$ cat src/rtl/mem_arb_pkg.sv
// Shared types and defaults for the unified-memory port arbiter.
package mem_arb_pkg;

    localparam int unsigned TIMEOUT_DEFAULT = 64;

    typedef enum logic [1:0] {
        ST_IDLE  = 2'd0,
        ST_ISSUE = 2'd1,
        ST_WAIT  = 2'd2
    } state_t;

    typedef enum logic {
        OWN_IF = 1'b0,
        OWN_D  = 1'b1
    } owner_t;

    function automatic owner_t other_owner(input owner_t o);
        return (o == OWN_IF) ? OWN_D : OWN_IF;
    endfunction

endpackage

$ cat src/rtl/mem_port_arbiter_if.sv
// Fetch, data and memory-side signals of the port arbiter; master = arbiter, slave = core/memory side.
interface mem_port_arbiter_if #(
    parameter int unsigned ADDR_W = 32,
    parameter int unsigned DATA_W = 32
);
    localparam int unsigned BE_W = DATA_W / 8;

    logic              if_req;
    logic [ADDR_W-1:0] if_addr;
    logic              if_gnt;
    logic              if_rvalid;
    logic [DATA_W-1:0] if_rdata;

    logic              d_req;
    logic              d_we;
    logic [ADDR_W-1:0] d_addr;
    logic [DATA_W-1:0] d_wdata;
    logic [BE_W-1:0]   d_be;
    logic              d_gnt;
    logic              d_rvalid;
    logic [DATA_W-1:0] d_rdata;

    logic              mem_req;
    logic              mem_we;
    logic [ADDR_W-1:0] mem_addr;
    logic [DATA_W-1:0] mem_wdata;
    logic [BE_W-1:0]   mem_be;
    logic              mem_ready;
    logic              mem_rvalid;
    logic [DATA_W-1:0] mem_rdata;

    logic              timeout_err;

    modport master (
        input  if_req, if_addr,
        output if_gnt, if_rvalid, if_rdata,
        input  d_req, d_we, d_addr, d_wdata, d_be,
        output d_gnt, d_rvalid, d_rdata,
        output mem_req, mem_we, mem_addr, mem_wdata, mem_be,
        input  mem_ready, mem_rvalid, mem_rdata,
        output timeout_err
    );

    modport slave (
        output if_req, if_addr,
        input  if_gnt, if_rvalid, if_rdata,
        output d_req, d_we, d_addr, d_wdata, d_be,
        input  d_gnt, d_rvalid, d_rdata,
        input  mem_req, mem_we, mem_addr, mem_wdata, mem_be,
        output mem_ready, mem_rvalid, mem_rdata,
        input  timeout_err
    );

endinterface

$ cat src/rtl/arb_pick2.sv
// Combinational two-way pick between fetch and data requesters.
// ARB_ROUND_ROBIN_EN selects round-robin tie-break; otherwise data always wins ties.
module arb_pick2
    import mem_arb_pkg::*;
(
    input  logic   req_if,
    input  logic   req_d,
    input  owner_t last,
    output logic   valid,
    output owner_t pick
);

`ifndef ARB_ROUND_ROBIN_EN
    logic unused_last;
    assign unused_last = (last == OWN_D);
`endif

    always_comb begin
        valid = req_if | req_d;
        pick  = OWN_IF;
        if (req_d && !req_if) begin
            pick = OWN_D;
        end else if (req_d && req_if) begin
`ifdef ARB_ROUND_ROBIN_EN
            pick = other_owner(last);
`else
            pick = OWN_D;
`endif
        end
    end

endmodule

$ cat src/rtl/mem_port_arbiter.sv
// Shares one single-port memory between fetch and data requesters, one access in flight.
// Tie-break policy is set by ARB_ROUND_ROBIN_EN (see arb_pick2); TIMEOUT=0 disables the hang watchdog.
module mem_port_arbiter
    import mem_arb_pkg::*;
#(
    parameter int unsigned ADDR_W  = 32,
    parameter int unsigned DATA_W  = 32,
    parameter int unsigned TIMEOUT = TIMEOUT_DEFAULT
) (
    input logic                clk,
    input logic                reset,
    mem_port_arbiter_if.master bus
);

    localparam int unsigned BE_W    = DATA_W / 8;
    localparam int unsigned TO_LAST = (TIMEOUT > 0) ? TIMEOUT - 1 : 0;
    localparam int unsigned CNT_W   = (TO_LAST > 0) ? $clog2(TO_LAST + 1) : 1;

    state_t            state, state_next;
    owner_t            owner, last_winner, pick;
    logic              pick_valid;
    logic              take, accept, resp_fire, abort, to_hit;
    logic [DATA_W-1:0] resp_data;
    logic [CNT_W-1:0]  to_cnt;

    logic              mem_req, mem_we;
    logic [ADDR_W-1:0] mem_addr;
    logic [DATA_W-1:0] mem_wdata;
    logic [BE_W-1:0]   mem_be;
    logic              if_rvalid, d_rvalid, timeout_err;
    logic [DATA_W-1:0] if_rdata, d_rdata;

    arb_pick2 u_pick (
        .req_if (bus.if_req),
        .req_d  (bus.d_req),
        .last   (last_winner),
        .valid  (pick_valid),
        .pick   (pick)
    );

    // Counter saturates, so a late accept in the last ISSUE cycle still ends in a timeout.
    assign to_hit = (TIMEOUT != 0) && (to_cnt >= CNT_W'(TO_LAST));

    always_ff @(posedge clk) begin
        if (reset) begin
            state <= ST_IDLE;
        end else begin
            state <= state_next;
        end
    end

    always_comb begin
        state_next = state;
        take       = 1'b0;
        accept     = 1'b0;
        resp_fire  = 1'b0;
        abort      = 1'b0;
        resp_data  = '0;
        case (state)
            ST_IDLE: begin
                if (pick_valid) begin
                    take       = 1'b1;
                    state_next = ST_ISSUE;
                end
            end
            ST_ISSUE: begin
                if (bus.mem_ready) begin
                    accept = 1'b1;
                    if (mem_we) begin
                        resp_fire  = 1'b1;
                        state_next = ST_IDLE;
                    end else begin
                        state_next = ST_WAIT;
                    end
                end else if (to_hit) begin
                    abort      = 1'b1;
                    resp_fire  = 1'b1;
                    state_next = ST_IDLE;
                end
            end
            ST_WAIT: begin
                if (bus.mem_rvalid) begin
                    resp_fire  = 1'b1;
                    resp_data  = bus.mem_rdata;
                    state_next = ST_IDLE;
                end else if (to_hit) begin
                    abort      = 1'b1;
                    resp_fire  = 1'b1;
                    state_next = ST_IDLE;
                end
            end
            default: state_next = ST_IDLE;
        endcase
    end

    // Request capture, response routing and watchdog.
    always_ff @(posedge clk) begin
        if (reset) begin
            owner       <= OWN_IF;
            last_winner <= OWN_IF;
            mem_req     <= 1'b0;
            mem_we      <= 1'b0;
            mem_addr    <= '0;
            mem_wdata   <= '0;
            mem_be      <= '0;
            to_cnt      <= '0;
            if_rvalid   <= 1'b0;
            if_rdata    <= '0;
            d_rvalid    <= 1'b0;
            d_rdata     <= '0;
            timeout_err <= 1'b0;
        end else begin
            if_rvalid <= 1'b0;
            d_rvalid  <= 1'b0;
            if (take) begin
                owner       <= pick;
                last_winner <= pick;
                mem_req     <= 1'b1;
                to_cnt      <= '0;
                if (pick == OWN_D) begin
                    mem_we    <= bus.d_we;
                    mem_addr  <= bus.d_addr;
                    mem_wdata <= bus.d_wdata;
                    mem_be    <= bus.d_be;
                end else begin
                    mem_we    <= 1'b0;
                    mem_addr  <= bus.if_addr;
                    mem_wdata <= '0;
                    mem_be    <= '0;
                end
            end else if (state != ST_IDLE && to_cnt < CNT_W'(TO_LAST)) begin
                to_cnt <= to_cnt + CNT_W'(1);
            end
            if (accept || abort) begin
                mem_req <= 1'b0;
            end
            if (resp_fire) begin
                if (owner == OWN_D) begin
                    d_rvalid <= 1'b1;
                    d_rdata  <= resp_data;
                end else begin
                    if_rvalid <= 1'b1;
                    if_rdata  <= resp_data;
                end
            end
            if (abort) begin
                timeout_err <= 1'b1;
            end
        end
    end

    assign bus.if_gnt      = (state == ST_ISSUE) && bus.mem_ready && (owner == OWN_IF);
    assign bus.d_gnt       = (state == ST_ISSUE) && bus.mem_ready && (owner == OWN_D);
    assign bus.if_rvalid   = if_rvalid;
    assign bus.if_rdata    = if_rdata;
    assign bus.d_rvalid    = d_rvalid;
    assign bus.d_rdata     = d_rdata;
    assign bus.mem_req     = mem_req;
    assign bus.mem_we      = mem_we;
    assign bus.mem_addr    = mem_addr;
    assign bus.mem_wdata   = mem_wdata;
    assign bus.mem_be      = mem_be;
    assign bus.timeout_err = timeout_err;

endmodule
$ cat src/flat_wrapper.sv
// flat-port wrapper written by rule: the top's interface ports become plain ports
module mem_port_arbiter_flat import mem_arb_pkg::*;
#(
    parameter int unsigned ADDR_W  = 32,
    parameter int unsigned DATA_W  = 32,
    parameter int unsigned TIMEOUT = TIMEOUT_DEFAULT
)
  (clk, reset, bus_if_req, bus_if_addr, bus_if_gnt, bus_if_rvalid, bus_if_rdata, bus_d_req, bus_d_we, bus_d_addr, bus_d_wdata, bus_d_be, bus_d_gnt, bus_d_rvalid, bus_d_rdata, bus_mem_req, bus_mem_we, bus_mem_addr, bus_mem_wdata, bus_mem_be, bus_mem_ready, bus_mem_rvalid, bus_mem_rdata, bus_timeout_err);
  mem_port_arbiter_if #(.ADDR_W(ADDR_W), .DATA_W(DATA_W)) bus_i ();
  input logic clk;
  input logic reset;
  input wire logic [$bits(bus_i.if_req)-1:0] bus_if_req;
  input wire logic [$bits(bus_i.if_addr)-1:0] bus_if_addr;
  output wire logic [$bits(bus_i.if_gnt)-1:0] bus_if_gnt;
  output wire logic [$bits(bus_i.if_rvalid)-1:0] bus_if_rvalid;
  output wire logic [$bits(bus_i.if_rdata)-1:0] bus_if_rdata;
  input wire logic [$bits(bus_i.d_req)-1:0] bus_d_req;
  input wire logic [$bits(bus_i.d_we)-1:0] bus_d_we;
  input wire logic [$bits(bus_i.d_addr)-1:0] bus_d_addr;
  input wire logic [$bits(bus_i.d_wdata)-1:0] bus_d_wdata;
  input wire logic [$bits(bus_i.d_be)-1:0] bus_d_be;
  output wire logic [$bits(bus_i.d_gnt)-1:0] bus_d_gnt;
  output wire logic [$bits(bus_i.d_rvalid)-1:0] bus_d_rvalid;
  output wire logic [$bits(bus_i.d_rdata)-1:0] bus_d_rdata;
  output wire logic [$bits(bus_i.mem_req)-1:0] bus_mem_req;
  output wire logic [$bits(bus_i.mem_we)-1:0] bus_mem_we;
  output wire logic [$bits(bus_i.mem_addr)-1:0] bus_mem_addr;
  output wire logic [$bits(bus_i.mem_wdata)-1:0] bus_mem_wdata;
  output wire logic [$bits(bus_i.mem_be)-1:0] bus_mem_be;
  input wire logic [$bits(bus_i.mem_ready)-1:0] bus_mem_ready;
  input wire logic [$bits(bus_i.mem_rvalid)-1:0] bus_mem_rvalid;
  input wire logic [$bits(bus_i.mem_rdata)-1:0] bus_mem_rdata;
  output wire logic [$bits(bus_i.timeout_err)-1:0] bus_timeout_err;
  assign bus_i.if_req = bus_if_req;
  assign bus_i.if_addr = bus_if_addr;
  assign bus_if_gnt = bus_i.if_gnt;
  assign bus_if_rvalid = bus_i.if_rvalid;
  assign bus_if_rdata = bus_i.if_rdata;
  assign bus_i.d_req = bus_d_req;
  assign bus_i.d_we = bus_d_we;
  assign bus_i.d_addr = bus_d_addr;
  assign bus_i.d_wdata = bus_d_wdata;
  assign bus_i.d_be = bus_d_be;
  assign bus_d_gnt = bus_i.d_gnt;
  assign bus_d_rvalid = bus_i.d_rvalid;
  assign bus_d_rdata = bus_i.d_rdata;
  assign bus_mem_req = bus_i.mem_req;
  assign bus_mem_we = bus_i.mem_we;
  assign bus_mem_addr = bus_i.mem_addr;
  assign bus_mem_wdata = bus_i.mem_wdata;
  assign bus_mem_be = bus_i.mem_be;
  assign bus_i.mem_ready = bus_mem_ready;
  assign bus_i.mem_rvalid = bus_mem_rvalid;
  assign bus_i.mem_rdata = bus_mem_rdata;
  assign bus_timeout_err = bus_i.timeout_err;
  mem_port_arbiter #(.ADDR_W(ADDR_W), .DATA_W(DATA_W), .TIMEOUT(TIMEOUT)) u_core (.clk(clk), .reset(reset), .bus(bus_i));
endmodule
$ cat config.mk
export PLATFORM = sky130hd
export DESIGN_NAME = mem_port_arbiter_flat
export DESIGN_NICKNAME = d
export VERILOG_FILES = /design/src/rtl/mem_arb_pkg.sv /design/src/rtl/mem_port_arbiter_if.sv /design/src/rtl/arb_pick2.sv /design/src/rtl/mem_port_arbiter.sv /design/src/flat_wrapper.sv
export SDC_FILE = /design/constraint.sdc
export NUM_CORES = 1
export LEC_CHECK = 0
export CELL_PAD_IN_SITES_DETAIL_PLACEMENT = 1
export CELL_PAD_IN_SITES_GLOBAL_PLACEMENT = 1
export CORE_MARGIN = 1
export CORE_UTILIZATION = 35
export DETAILED_ROUTE_END_ITERATION = 8
export DONT_BUFFER_PORTS = 1
export PLACE_DENSITY = 0.73
export SLEW_MARGIN = 25
export SYNTH_ARGS = -nofsm -noshare
export SYNTH_HDL_FRONTEND = slang
export SYNTH_SLANG_ARGS = --single-unit
$ cat constraint.sdc
create_clock -name clk -period 2.1 [get_ports clk]
set_clock_uncertainty 0.15 [all_clocks]
set_input_delay 0.42 -clock clk [delete_from_list [all_inputs] [get_ports clk]]
set_output_delay 0.42 -clock clk [all_outputs]
set_load 0.03 [all_outputs]
; Yosys cells after proc, flatten, opt, wreduce, memory -nomap -nowiden
; Cells that the tools add are included.
[word_totals]
mem_bits_rw = 0
ff_bits = 146
memories = 0
romBits = 0
latch_bits = 0
word_cells = 65
[op_classes]
mux = 28
multipliers = 0
bitwise_logic = 3
shift = 0
add_sub_neg = 1
n_div = 0
eq_ne = 3
reduce_logical = 15
order_cmp = 2
[ops]
columns = op, n
row1 = 32-bit two-way mux, 4
row2 = 1-bit two-way mux, 15
row3 = 2-bit two-way mux, 5
row4 = "6-bit by 1-bit adder with 6-bit output, second input constant", 1
row5 = "6-bit greater-or-equal comparator, second input constant", 1
row6 = 1-bit logical AND, 6
row7 = "6-bit less-than comparator, second input constant", 1
row8 = 2-bit one-hot mux with 3 select lines, 1
row9 = 2-bit OR reduction, 3
row10 = 4-bit two-way mux, 1
row11 = 1-bit one-hot mux with 2 select lines, 2
row12 = 2-bit AND reduction, 2
row13 = "2-bit by 1-bit == test with 1-bit output, second input constant", 1
row14 = "2-bit == test, second input constant", 1
row15 = 2-bit zero test, 1
row16 = "2-bit by 1-bit inequality test with 1-bit output, second input constant", 1
row17 = 1-bit NOT, 2
row18 = 2-bit nonzero test, 1
row19 = 1-bit zero test, 1
row20 = 1-bit logical OR, 1
row21 = 1-bit OR, 1

; Depth between registers and ports, before layout
[depth]
word_depth = 6
mapped_depth = 8
ltp_nobuf = 6

; Cells and area by module
; A second synthesis with hierarchy kept.
[hier_totals]
hier_cells = 550
area_unflattened_um2 = 5731.7
[by_module_without_submodules]
columns = module, n_inst, area_each_um2, cells_each, seq_area_each_um2
row1 = mem_port_arbiter, 1, 5721.7, 548, 2922.8
row2 = arb_pick2, 1, 10.0, 2, 0.0

; Least setup slack after synthesis
; OpenSTA, ideal clock, no wires.
[synth_path]
path_kind = register to register
start = register u_core.state[0]
end = register u_core.d_rdata[10] (netlist: u_core.bus.d_rdata[10])
synth_period_minus_slack_ps = 1827
path_slack_ps = 273
setup_time_ps = 72
t_arrival_ps = 1606
path_stages_with_launch = 9
required_ps = 1878
path_buffers = 2
cell_sequence = dfxtp_1 > inv_1 > ha_1 > nand3_2 > nor2_4 > a32o_2 > buf_6 > buf_12 > mux2i_1
[synth_between]
elab_chain_cells = 3
word_cells_on_any_way = 5
classes_between = eq/ne (2) / mux (2) / reduce/logical (1)
[synth_lines]
columns = element, line_no
row1 = from (decl), mem_port_arbiter.sv:19  ; state_t state, state_next;
row2 = from (signal assigned), mem_port_arbiter.sv:48  ; state <= state_next;
row3 = 2-bit == test or 2-bit by 1-bit == test with 1-bit output (tied branches), mem_port_arbiter.sv:59  ; case (state)
row4 = 1-bit one-hot mux with 2 select lines, mem_port_arbiter.sv:59
row5 = 2-bit AND reduction (no source line), -
row6 = to (signal assigned), mem_port_arbiter.sv:140  ; d_rdata <= resp_data;
row7 = to (decl), mem_port_arbiter.sv:31  ; logic [DATA_W-1:0] if_rdata, d_rdata;
; Several ways; a longest one is shown, not always the timed one.
; A chain may end at the register's enable or synchronous reset.

; Final worst setup path
[layout_path]
start = register u_core.state[0]
end = register u_core.d_rdata[25] (netlist: u_core.bus.d_rdata[25])
; Same word-level chain as after synthesis.

==> results.sh <==
export IMPL_drc=0
export IMPL_synth_edf_count=0
export IMPL_yosys_area_top_type_share_pct=49.6
export IMPL_min_path_type="input port to flip-flop"
export IMPL_fin_hold_ws_ns=0.0186
export IMPL_placed_cells=740
export IMPL_viasPerCell=5.17
export IMPL_placed_area_mm2=0.00599
export IMPL_setup_ws_ns=0.0271
export IMPL_syn_inst=551
export IMPL_path_max_fanout=8
export IMPL_final_core_util_pct=42.6
export IMPL_synth_commonest_cells="dfxtp_1, mux2i_1, nand2b_1, nor2_1, nand2_1"
export IMPL_synth_nets=695
export IMPL_multi_input_area_mm2=0.00268
export IMPL_yosys_area_share_simple_pct=14.2
export IMPL_hold_viol=0
export IMPL_synth_area_mux_share_pct=16.5
export IMPL_drtAntennaViolNets=0
export IMPL_grt_max_degree=72
export IMPL_coreArea_mm2=0.0165
export IMPL_worst_setup_path_type="flip-flop to flip-flop"
export IMPL_p_total_mw=7.19
export IMPL_rows=47
export IMPL_cp_slowest_cell="dfxtp_4"
export IMPL_instances_no_fill=812
export IMPL_grt_use_total_pct=17.1
export IMPL_fmax_ghz=0.482
export IMPL_area_growth_pct=19.6
export IMPL_maxCapViolCount=0
export IMPL_synth_top_family_by_area="multiplexers"
export IMPL_pin_count=278
export IMPL_syn_area_mm2=0.00589
export IMPL_async_reset_ff_share_pct=0
export IMPL_yosysSeqAreaShare_pct=49.6
export IMPL_regArea_mm2=0.00293
export IMPL_leakage_nw=2.77
export IMPL_synth_cell_types=46
export IMPL_dieWidth_um=132
export IMPL_die_y_um=132
export IMPL_slew_violations=0
export IMPL_grt_ovfl_total=0
export IMPL_yosys_area_top_type="dfxtp_1"
export IMPL_drive_above_1_share_pct=11.3
export IMPL_yosys_area_share_adder_pct=1.06
export IMPL_wl_per_cell_um=18.8
export IMPL_insertion_delay_ns=0.41
export IMPL_post_place_ws_ns=-0.00351
export IMPL_max_stage_delay_ns=0.37
export IMPL_dr_first_iter_drc_count=148
export IMPL_clkSlewWorstSetupHoldPaths_ns=0.06
export IMPL_cp_start_kind="flip-flop"
export IMPL_drtPass1Iterations=4
export IMPL_worstSetupEndpointType="flip-flop"
export IMPL_synth_most_common_cell="dfxtp_1"
export IMPL_portBuffers=0
export IMPL_grt_pass1_wl_um=23600
export IMPL_dp_hpwl_um=9940
export IMPL_dieArea_mm2=0.0174
export IMPL_grt_pass1_vias=4508
export IMPL_cts_buffers=17
export IMPL_cts_buffer_depth=2
export IMPL_finalInstanceArea_mm2=0.00704
export IMPL_clock_sinks=146
export IMPL_start_util_pct=35.6
export IMPL_cts_root_buffer="clkbuf_16"
export IMPL_gp_congestion=0.755
export IMPL_yosysWarnings=0
export IMPL_nets=723
export IMPL_fillerInstances=1811
export IMPL_num_antenna_cells=0
export IMPL_yosys_top_cells_area="dfxtp_1, mux2i_1, nand2b_1"
export IMPL_synth_seq_cells=146
export IMPL_synthXorXnorAreaFrac_pct=0.595
export IMPL_powerDensity_mw_per_mm2=1020
export IMPL_slew_headroom_pct=72.1
export IMPL_required_ns=2.27
export IMPL_dr_total_vias=4195
export IMPL_syn_area_per_cell_um2=10.7
export IMPL_setup_violations=0
export IMPL_status="finished clean"
export IMPL_cts_tree="yes"
export IMPL_cts_htree_levels=4
export IMPL_vdd_drop_max_v=0.000513
export IMPL_drt_wl_total_um=15300
export IMPL_synth_compound_area_share_pct=12.5
export IMPL_fin_crit_sh_pct=98.7
export IMPL_antenna_found_initial=0
export IMPL_period_minus_slack_ns=2.07
export IMPL_worst_pin_slew_ns=0.417
export IMPL_cp_cell_sequence="inv_1 -> ha_4 -> nand3_2 -> nor2_4 -> a32o_2 -> clkbuf_16 -> mux2i_1"
export IMPL_synth_main_ff_cell="dfxtp_1"
export IMPL_arrival_ns=2.24
export IMPL_fin_setup_tns_ns=0
## registers in the layout, summed over array words and instances, names as in the netlist, 2 cells and up
name	count
u_core.bus.if_rdata	32
u_core.bus.mem_addr	32
u_core.bus.d_rdata	32
u_core.bus.mem_wdata	32
u_core.to_cnt	6
u_core.state	2
u_core.bus.mem_be	4
## report_power, final
group | switching, mW | total [mW] | internal [mW]
registers | 0.508 | 3.48 | 2.97
clock network | 1.22 | 2.99 | 1.77
logic | 0.384 | 0.727 | 0.343
## repair_timing
action,CTS,global route
setup endpoints to repair,3,34
gates resized for setup,2,8
endpoints found under the hold margin,70,1
pin swaps,0,2
hold buffers,35,1
gates cloned,0,3
setup buffers,0,1
## worst paths after layout
path,slack [ns],start,end,cells past startpoint
worst max-delay path,0.03,u_core.state[0]$_SDFFE_PP0P_,u_core.bus.d_rdata[25]$_SDFFE_PP0P_,7
worst min-delay path,0.02,bus_d_be[1],u_core.bus.mem_be[1]$_SDFFE_PP0P_,1
worst max register to register,0.03,u_core.state[0]$_SDFFE_PP0P_,u_core.bus.d_rdata[25]$_SDFFE_PP0P_,7
worst min register to register,0.38,u_core.owner$_SDFFE_PP0P_,u_core.bus.if_rvalid$_SDFF_PP0_,1
## routing by layer
metal	up-vias	share of wire, %	GRT usage [%]
li1	1985	-	-
met2	188	52	31.0
met5	-	0	0
met4	0	1.5	5.23
met3	17	8.1	6.96
met1	2005	38	17.9
## kinds of logic after synthesis
family | Yosys count
adders and majority gates | 5
xor gates and xnor gates | 4
AOI/OAI and AO/OA | 90
DFF | 146
and+or+nand+nor | 163
buffers and inverters | 46
muxes | 97
## worst max-delay path, delay by kind of cell, from the launching register on
| family | cells | cell delay, ns |
|---|---|---|
| AO/OA/AOI/OAI | 1 | 0.31 |
| adder cells (fa/ha/maj) | 1 | 0.31 |
| buffers and inverters | 2 | 0.32 |
| flip-flops | 1 | 0.37 |
| multiplexers | 1 | 0.23 |
| AND/OR/NAND/NOR | 2 | 0.29 |
## area by class of cell
class                   count  area share, %
clock buffers              18           6.09
flip-flops and latches    146           41.6
well taps                 220           3.91
multi-input cells         359           38.0
clock inverters            14           2.18
repair buffers             50           8.01
inverters                   5          0.266
## cell usage in the layout, fill, tap and decap left out, drive strengths merged, types with 9 or more instances in the layout
cell           n
a211oi        33
a22o          37
buf           13
clkbuf        20
dfxtp        146
dlygate4sd3   35
inv            9
mux2i         97
nand2         40
nand2b        66
nor2          45
Note: power is estimated with default switching activity, not from simulation.
